### config.mk
export PLATFORM = sky130hd
export DESIGN_NAME = alu_core_crc_p
export DESIGN_NICKNAME = d
export VERILOG_FILES = /design/src/rtl/alu_core_crc_p_pkg.sv /design/src/rtl/alu_core_crc_p_crc3.sv /design/src/rtl/alu_core_crc_p.sv
export SDC_FILE = /design/constraint.sdc
export NUM_CORES = 1
export LEC_CHECK = 0
export BUFFER_PORTS_ARGS = -buffer_cell sky130_fd_sc_hd__buf_2
export CORE_UTILIZATION = 65
export DETAILED_ROUTE_END_ITERATION = 7
export PLACE_DENSITY = 0.95
export SETUP_SLACK_MARGIN = 0.3
export SLEW_MARGIN = 20
export SYNTH_ARGS = -nofsm -noshare
export SYNTH_HDL_FRONTEND = slang
export SYNTH_SLANG_ARGS = --single-unit
export TNS_END_PERCENT = 30
### constraint.sdc
create_clock -name clk -period 8.4 [get_ports clk]
set_input_delay 0.84 -clock clk [delete_from_list [all_inputs] [get_ports clk]]
set_output_delay 0.84 -clock clk [all_outputs]
set_load 0.01 [all_outputs]
### src/rtl/alu_core_crc_p_pkg.sv
// Shared definitions for the parametrised ALU core and its CRC-3 engine.
package alu_core_crc_p_pkg;

    localparam logic [2:0] OP_AND = 3'b000;
    localparam logic [2:0] OP_OR  = 3'b001;
    localparam logic [2:0] OP_XOR = 3'b010;
    localparam logic [2:0] OP_ADD = 3'b100;
    localparam logic [2:0] OP_SUB = 3'b101;

    typedef enum logic [2:0] {
        S_IDLE   = 3'd0,
        S_LATCH  = 3'd1,
        S_EXEC   = 3'd2,
        S_CRC    = 3'd3,
        S_FINISH = 3'd4
    } state_t;

    localparam logic [2:0] CRC_POLY = 3'b011;
    localparam logic [2:0] CRC_INIT = 3'b000;

    localparam int FLAG_N = 3;
    localparam int FLAG_Z = 2;
    localparam int FLAG_C = 1;
    localparam int FLAG_V = 0;

    // One MSB-first LFSR step of x^3+x+1.
    function automatic logic [2:0] crc_step(input logic [2:0] c, input logic d);
        logic fb;
        fb = d ^ c[2];
        return {c[1:0], 1'b0} ^ ({3{fb}} & CRC_POLY);
    endfunction

endpackage

### src/rtl/alu_core_crc_p_crc3.sv
// CRC-3 (x^3+x+1) over a DW-bit word, either one bit per cycle or in a single cycle.
module crc3_engine
    import alu_core_crc_p_pkg::*;
#(
    parameter int DW     = 37,
    parameter bit SERIAL = 1'b1
) (
    input  logic          clk,
    input  logic          rst,
    input  logic          start,
    input  logic [DW-1:0] data,
    output logic          done,
    output logic [2:0]    crc
);

    localparam int CW = $clog2(DW);

    logic          running_q, running_d;
    logic [CW-1:0] cnt_q, cnt_d;
    logic [2:0]    crc_q, crc_d;
    logic [2:0]    crc_par;

    always_comb begin
        crc_par = CRC_INIT;
        for (int i = DW - 1; i >= 0; i--) begin
            crc_par = crc_step(crc_par, data[i]);
        end
    end

    // data must be held stable by the caller while running
    always_comb begin
        running_d = running_q;
        cnt_d     = cnt_q;
        crc_d     = crc_q;
        if (start) begin
            running_d = 1'b1;
            cnt_d     = CW'(DW - 1);
            crc_d     = CRC_INIT;
        end else if (running_q) begin
            if (SERIAL) begin
                crc_d = crc_step(crc_q, data[cnt_q]);
                cnt_d = cnt_q - 1'b1;
                if (cnt_q == '0) begin
                    running_d = 1'b0;
                end
            end else begin
                crc_d     = crc_par;
                running_d = 1'b0;
            end
        end
    end

    always_ff @(posedge clk or posedge rst) begin
        if (rst) begin
            running_q <= 1'b0;
            cnt_q     <= '0;
            crc_q     <= CRC_INIT;
        end else begin
            running_q <= running_d;
            cnt_q     <= cnt_d;
            crc_q     <= crc_d;
        end
    end

    assign done = running_q && (!SERIAL || cnt_q == '0);
    assign crc  = crc_q;

endmodule

### src/rtl/alu_core_crc_p.sv
// Parametrised ALU core: latch operands, execute, CRC the result and hold it until ack_in.
module alu_core_crc_p
    import alu_core_crc_p_pkg::*;
#(
    parameter int W          = 32,
    parameter bit CRC_SERIAL = 1'b1
) (
    input  logic         clk,
    input  logic         rst,
    input  logic         req,
    input  logic [W-1:0] a,
    input  logic [W-1:0] b,
    input  logic [2:0]   op,
    input  logic         ack_in,
    output logic         busy,
    output logic         ack,
    output logic [W-1:0] result,
    output logic [3:0]   flags,
    output logic         op_err,
    output logic [2:0]   crc
);

    state_t       state_q, state_d;
    logic [W-1:0] a_q, a_d, b_q, b_d;
    logic [2:0]   op_q, op_d;
    logic [W-1:0] result_q, result_d;
    logic [3:0]   flags_q, flags_d;
    logic         op_err_q, op_err_d;
    logic         ack_q, ack_d;

    logic [W-1:0] alu_res;
    logic [3:0]   alu_flags;
    logic         alu_legal;
    logic [W:0]   alu_ext;
    logic         crc_start, crc_done;
    logic [2:0]   crc_eng;

    always_comb begin
        alu_res   = '0;
        alu_flags = '0;
        alu_legal = 1'b1;
        alu_ext   = '0;
        case (op_q)
            OP_AND: alu_res = a_q & b_q;
            OP_OR:  alu_res = a_q | b_q;
            OP_XOR: alu_res = a_q ^ b_q;
            OP_ADD: begin
                alu_ext           = {1'b0, a_q} + {1'b0, b_q};
                alu_res           = alu_ext[W-1:0];
                alu_flags[FLAG_C] = alu_ext[W];
                alu_flags[FLAG_V] = (a_q[W-1] == b_q[W-1]) && (alu_res[W-1] != a_q[W-1]);
            end
            OP_SUB: begin
                // bit W of the widened difference is the borrow (b > a unsigned)
                alu_ext           = {1'b0, a_q} - {1'b0, b_q};
                alu_res           = alu_ext[W-1:0];
                alu_flags[FLAG_C] = alu_ext[W];
                alu_flags[FLAG_V] = (a_q[W-1] != b_q[W-1]) && (alu_res[W-1] != a_q[W-1]);
            end
            default: alu_legal = 1'b0;
        endcase
        alu_flags[FLAG_N] = alu_res[W-1];
        alu_flags[FLAG_Z] = (alu_res == '0);
    end

    always_comb begin
        state_d   = state_q;
        a_d       = a_q;
        b_d       = b_q;
        op_d      = op_q;
        result_d  = result_q;
        flags_d   = flags_q;
        op_err_d  = op_err_q;
        ack_d     = 1'b0;
        crc_start = 1'b0;
        case (state_q)
            S_IDLE: begin
                if (req) begin
                    a_d     = a;
                    b_d     = b;
                    op_d    = op;
                    state_d = S_LATCH;
                end
            end
            S_LATCH: state_d = S_EXEC;
            S_EXEC: begin
                if (alu_legal) begin
                    result_d  = alu_res;
                    flags_d   = alu_flags;
                    op_err_d  = 1'b0;
                    crc_start = 1'b1;
                    state_d   = S_CRC;
                end else begin
                    result_d = '0;
                    flags_d  = '0;
                    op_err_d = 1'b1;
                    state_d  = S_FINISH;
                end
            end
            S_CRC: begin
                if (crc_done) begin
                    state_d = S_FINISH;
                end
            end
            S_FINISH: begin
                // ack is registered, so it rises one cycle after entering FINISH
                ack_d = 1'b1;
                if (ack_q && ack_in) begin
                    ack_d   = 1'b0;
                    state_d = S_IDLE;
                end
            end
            default: state_d = S_IDLE;
        endcase
    end

    always_ff @(posedge clk or posedge rst) begin
        if (rst) begin
            state_q  <= S_IDLE;
            result_q <= '0;
            flags_q  <= '0;
            op_err_q <= 1'b0;
            ack_q    <= 1'b0;
        end else begin
            state_q  <= state_d;
            result_q <= result_d;
            flags_q  <= flags_d;
            op_err_q <= op_err_d;
            ack_q    <= ack_d;
        end
    end

    always_ff @(posedge clk) begin
        a_q  <= a_d;
        b_q  <= b_d;
        op_q <= op_d;
    end

    crc3_engine #(
        .DW     (W + 5),
        .SERIAL (CRC_SERIAL)
    ) u_crc (
        .clk   (clk),
        .rst   (rst),
        .start (crc_start),
        .data  ({result_q, 1'b1, flags_q}),
        .done  (crc_done),
        .crc   (crc_eng)
    );

    // the engine keeps its last value across an illegal op, so mask it here
    assign crc    = op_err_q ? 3'b000 : crc_eng;
    assign busy   = (state_q != S_IDLE);
    assign ack    = ack_q;
    assign result = result_q;
    assign flags  = flags_q;
    assign op_err = op_err_q;

endmodule

==> results.json, run 1 <==
{
  "rsz0062_at_grt": "no",
  "overflow": 0,
  "netlist.area_leader.share_pct": 19.9,
  "cts_setup_buffers": 0,
  "intPower_mw": 1.91,
  "outcome": "complete, no violations",
  "multi_input_area_um2": 6200,
  "fin_ws_ns": 4.12,
  "setup_viol": 0,
  "p_seq_share_pct": 27.3,
  "crit_fanout": 13,
  "path_clk_slew_ns": 0.05,
  "ir_drop_mv": 0.230,
  "fp.coreArea_um2": 15200,
  "synth-xor-area-share_pct": 0.951,
  "grt_pass1_vias": 9225,
  "rr_startpoint": "a_q[17]",
  "portBuffers": 112,
  "grt_use_total_pct": 40.0,
  "area.sequential_um2": 3260,
  "cap_violations": 0,
  "max_slew_margin_pct": 23.0,
  "p_leak_nw": 5.08,
  "cts_buffer_depth": 2,
  "yosys-top-cells-area": "edfxtp_1, ha_1, dfrtp_1",
  "synthAdderAreaFrac_pct": 13.6,
  "die_w_um": 127,
  "sw_frac_of_total_pct": 46.2,
  "grt_max_degree": 68,
  "synth_mux_area_share_pct": 6.67,
  "drv_slew": 0,
  "drtAntennaViolNets": 0,
  "clock-sinks": 117,
  "rrSetupSlack_ns": 4.12,
  "crit_type": "register to register",
  "syn_nets": 1298,
  "drt_iter0_markers": 1430,
  "crit_start": "a_q[17]",
  "synth_edf_count": 67,
  "fin_setup_tns_ns": 0,
  "hold_buffers": 0,
  "areaGrowthSynthToFinish_pct": 11.4,
  "synth_ff_type": "edfxtp_1",
  "ys_warn_count": 0,
  "min_period_ns": 4.28,
  "diodes": 0,
  "synth-compound-area-share_pct": 24.3,
  "dr.pass1.iters": 6,
  "hp-class": "register to register",
  "synth_cell_types": 88,
  "ys_ff_latch": 117,
  "wire_per_inst_um": 22.6,
  "clockRootBuffer": "clkbuf_16",
  "initial_core_util_pct": 66.7,
  "cp_slowest_cell": "nor4_1",
  "vias_per_cell": 7.13,
  "timing.final.hold_violations": 0,
  "row_count": 45,
  "synth_area_per_cell_um2": 9.06,
  "synthesis.area_um2": 10100,
  "reg2regPathDepth": 13,
  "grt_pass1_wl_um": 49700,
  "drive_gt1_share_pct": 16.7,
  "dp_hpwl_um": 21500,
  "syn_inst": 1118,
  "pre_cts_ws_ns": 4.41,
  "worst_setup_path_end_kind": "register",
  "powerDensity_nw_per_um2": 315,
  "synth_top_family_by_area": "compound AO/OA/AOI/OAI gates",
  "r2r-end": "flags[2]",
  "critPathRequiredTime_ns": 8.76,
  "routabilityCongestion": 1.00,
  "path_cells": "inv_1 > ha_1 > nor4_1 > nor4b_4 > nor4b_2 > a22oi_1 > a311oi_1 > o221ai_1 > o31ai_1 > xnor2_1 > a21oi_1 > o2111ai_1 > nand2_1",
  "place_area_um2": 10700,
  "dieArea_um2": 16100,
  "seq_area_frac_synth_pct": 32.2,
  "crit_end": "flags[2]",
  "pwr-share-comb_pct": 52.0,
  "cts_resized": 0,
  "routed-via-count": 9924,
  "async_flop_share_pct": 42.7,
  "drc": 0,
  "power_switching_mw": 1.64,
  "cts_buffers": 17,
  "slowest_delay_ns": 0.78,
  "die_h_um": 127,
  "cp-start-kind": "register",
  "clk_latency_ns": 0.44,
  "cts_tree": "done",
  "synth_top_area_cell": "edfxtp_1",
  "fmax_mhz": 234,
  "antenna_found_initial": 0,
  "worst_pin_slew_ns": 1.13,
  "worstPathArrival_ns": 4.64,
  "fin_area_um2": 11300,
  "nNetsFinal": 1371,
  "wl_um": 31500,
  "nFillCells": 1096,
  "synth-simple-area-share_pct": 15.6,
  "h-tree-depth": 4,
  "min_period_over_period_pct": 50.9,
  "pin_count": 113,
  "clock_skew_ns": 0.0173,
  "pwr-share-clk_pct": 20.7
}
==> cell families after synthesis <==
group	Yosys count
xor+xnor	11
buf+inv	169
fa+ha+maj	109
flops	117
mux	54
simple gates	315
compound gates	343
==> cell type report <==
class | instances | share of cell area, %
multi-input cells | 832 | 54.9
flip-flops and latches | 117 | 28.9
repair buffers | 121 | 5.56
clock buffers | 21 | 4.28
inverters | 102 | 3.40
well taps | 188 | 2.08
clock inverters | 11 | 0.842
==> power groups by stage <==
| stage | clock (mW) | combinational [mW] | sequential (mW) |
|---|---|---|---|
| floorplan | 0 | 1.30 | 0.924 |
| global placement | 0 | 1.70 | 0.948 |
| detailed placement | 0 | 1.75 | 0.963 |
| CTS | 0.731 | 1.79 | 0.960 |
| global route | 0.752 | 1.98 | 0.987 |
| finish | 0.738 | 1.85 | 0.970 |
==> cell usage after synthesis, drive strengths merged (12+ instances only) <==
cell type and n:
o22a 16, o211ai 13, o21bai 16, edfxtp 67, a21o 12, nand2 78
nor4 14, nand3 19, clkbuf 40, inv 101, o21ai 50, a22o 14
nor2b 17, a21oi 67, nand2b 16, nor2 79, mux2i 36, nor3 37
dfrtp 50, o31ai 13, ha 107, a211oi 23, buf 27, o22ai 22
==> state kept, by name, indices dropped and copies added (netlist names), 3 cells and up <==
| name | flops |
|---|---|
| flags | 3 |
| b_q | 32 |
| u_crc.cnt_q | 6 |
| state_q | 3 |
| result | 32 |
| op_q | 3 |
| a_q | 32 |
| u_crc.crc | 3 |
==> stage by stage <==
stage               hold slack [ns]  power [mW]  cells  utilization (%)
global route                  0.537        3.72   1392             74.3
detailed placement            0.490        2.71   1360             70.5
finish                        0.518        3.56   1392             74.3
CTS                           0.515        3.48   1392             74.3
global placement              0.472        2.64   1360             70.5
floorplan                     0.441        2.22   1118                -
==> worst min-delay path by stage <==
stage	startpoint	endpoint	cells past startpoint
2_1_floorplan	state_q[2]	state_q[1]	1
3_3_place_gp	state_q[2]	state_q[1]	1
3_5_place_dp	state_q[2]	state_q[1]	1
4_1_cts	result[2]	result[2]	2
5_1_grt	state_q[2]	state_q[1]	1
6_report	result[1]	result[1]	2
==> layer usage <==
layer	track usage (%)	share of wire, %	up-vias
met3	10.7	13	136
met2	62.6	44	846
met5	0	0	-
li1	-	-	4318
met1	53.1	39	4624
met4	14.8	3.4	0
==> placed cells by master (no fill, tap or decap), drive strengths merged, types with 16 or more instances in the layout <==
cell type / count
clkbuf: 21
ha: 107
o22a: 16
nand2: 78
o21bai: 16
dfrtp: 50
nor2b: 17
nor2: 79
nor3: 37
o22ai: 22
buf: 121
nand3: 19
edfxtp: 67
mux2i: 36
inv: 104
nand2b: 16
a21oi: 67
o21ai: 50
a211oi: 23
==> critical path, delay by kind of cell (launching register included) <==
kind	cells	cell delay (ns)
AOI/OAI and AO/OA	6	1.66
buffers and inverters	1	0.07
DFF	1	0.40
and+or+nand+nor	4	1.47
adders and majority gates	1	0.49
xor gates and xnor gates	1	0.12
Note: power is estimated with default switching activity, not from simulation.
==> run 2, diff against run 1 <==
Settings changed: CORE_UTILIZATION 65 to 55, PLACE_DENSITY 0.95 to 0.87.
Clock period 8.4 ns to 3.7 ns, I/O delays scaled along.
==> run 2 against run 1 <==
Against the previous run: die area is 18% higher; global-route usage is 5.8 points lower; sequential power is 120% higher; sequential cell count stayed put; wire length is 1.7% higher; cell count is 8.8% higher.
==> results.json, run 2 (synthesis results as in run 1) <==
{
  "rr_startpoint": "b_q[0]",
  "portBuffers": 112,
  "crit_fanout": 6,
  "min_period_over_period_pct": 94.4,
  "cp-start-kind": "register",
  "timing.final.hold_violations": 0,
  "powerDensity_nw_per_um2": 701,
  "clock-sinks": 117,
  "setup_viol": 0,
  "worstPathArrival_ns": 3.85,
  "holdWs_ns": 0.0859,
  "cts_buffer_depth": 2,
  "hold_buffers": 0,
  "place_area_um2": 11200,
  "cts_buffers": 17,
  "dieArea_um2": 19000,
  "drc": 0,
  "clk_latency_ns": 0.43,
  "min_period_ns": 3.49,
  "hp-class": "input pin to async pin",
  "worst_setup_path_end_kind": "register",
  "drt_iter0_markers": 1120,
  "routabilityCongestion": 1.05,
  "wire_per_inst_um": 21.1,
  "grt_pass1_wl_um": 49400,
  "overflow": 0,
  "diodes": 0,
  "final_common_cell": "buf_2",
  "pre_cts_ws_ns": 0.00458,
  "vias_per_cell": 6.60,
  "row_count": 49,
  "fin_ws_ns": 0.207,
  "h-tree-depth": 4,
  "antenna_found_initial": 0,
  "fin_area_um2": 12300,
  "fmax_mhz": 286,
  "worst_pin_slew_ns": 0.845,
  "outcome": "complete, no violations",
  "drv_slew": 0,
  "grt_pass1_vias": 9424,
  "areaGrowthSynthToFinish_pct": 21.8,
  "fin_setup_tns_ns": 0,
  "final_util_pct": 68.5,
  "layout_common_cells": "buf_2, inv_1, ha_1",
  "clock_skew_ns": 0.00635,
  "rsz0062_at_grt": "yes",
  "dp_hpwl_um": 23400,
  "die_h_um": 138,
  "critPathRequiredTime_ns": 4.06,
  "ir_drop_mv": 0.664,
  "drive_gt1_share_pct": 26.4,
  "die_w_um": 138,
  "wl_um": 32000,
  "path_clk_slew_ns": 0.06,
  "grt_use_total_pct": 34.2,
  "r2r-end": "flags[2]",
  "initial_core_util_pct": 56.2,
  "reg2regPathDepth": 15,
  "pin_count": 113,
  "grt_max_degree": 51,
  "rrSetupSlack_ns": 0.21,
  "dr.pass1.iters": 6,
  "fp.coreArea_um2": 18000,
  "drtAntennaViolNets": 0,
  "p_leak_nw": 5.51,
  "cts_tree": "done",
  "nNetsFinal": 1454,
  "routed-via-count": 10003,
  "cap_violations": 0,
  "crit_type": "register to register",
  "clockRootBuffer": "clkbuf_16",
  "max_slew_margin_pct": 43.6
}
[run 2: cell count changes in the layout (fill, tap and decap cells not counted), sizes merged]
cell	before	now
clkbuf	21	27
clkinvlp	1	0
bufinv	1	0
buf	121	204
clkinv	7	5
inv	104	101
[run 2: repair_timing]
item                       4_1_cts  5_1_grt
pin swaps                       27       12
setup buffers                   17        5
setup endpoints to repair        4        6
resized for setup               63       12
[run 2: area by class of cell]
cell class	count	area (um^2)
repair buffers	204	1260
flip-flops and latches	117	3260
clock inverters	4	28.8
clock buffers	27	577
multi-input cells	832	6540
fillers	1393	5680
inverters	102	384
well taps	229	287
[run 2: metal layers]
| metal | vias up | wire length, um | track usage [%] |
|---|---|---|---|
| met3 | 85 | 3330 | 6.84 |
| li1 | 4473 | - | - |
| met4 | 0 | 873 | 13.2 |
| met5 | - | 0 | 0 |
| met2 | 686 | 14400 | 53.5 |
| met1 | 4759 | 13400 | 46.3 |
[run 2: worst max path at each step]
stage | to | cells past startpoint | from
after global routing | flags[2] | 15 | b_q[0]
after floorplan | flags[2] | 15 | a_q[0]
final | flags[2] | 15 | b_q[0]
after CTS | flags[2] | 13 | a_q[1]
after detailed placement | flags[2] | 15 | a_q[3]
after global placement | flags[2] | 15 | a_q[3]
[run 2: where the power goes]
part	leakage (nW)	switching (mW)	internal, mW
sequential	1.26	0.395	1.78
clock	0.301	0.616	1.06
combinational	3.95	2.82	1.97
total	5.51	3.83	4.82
[run 2: worst max-delay path: stages, from the launching register on]
cell and delay (ns):
edfxtp_1 0.40, ha_2 0.20, inv_1 0.05, fa_2 0.37
nor2b_2 0.16, o2111ai_2 0.19, buf_4 0.20, a21o_4 0.23
a211oi_4 0.33, o211ai_1 0.18, a21o_1 0.22, a32o_1 0.30
a211oi_2 0.16, and4_1 0.24, o2111ai_1 0.12, nand2_1 0.08
[run 2: per-stage QoR]
step	cells	power [mW]
2_1_floorplan	1118	5.04
3_3_place_gp	1462	6.36
3_5_place_dp	1462	6.47
4_1_cts	1510	8.42
5_1_grt	1515	9.09
6_report	1515	8.65
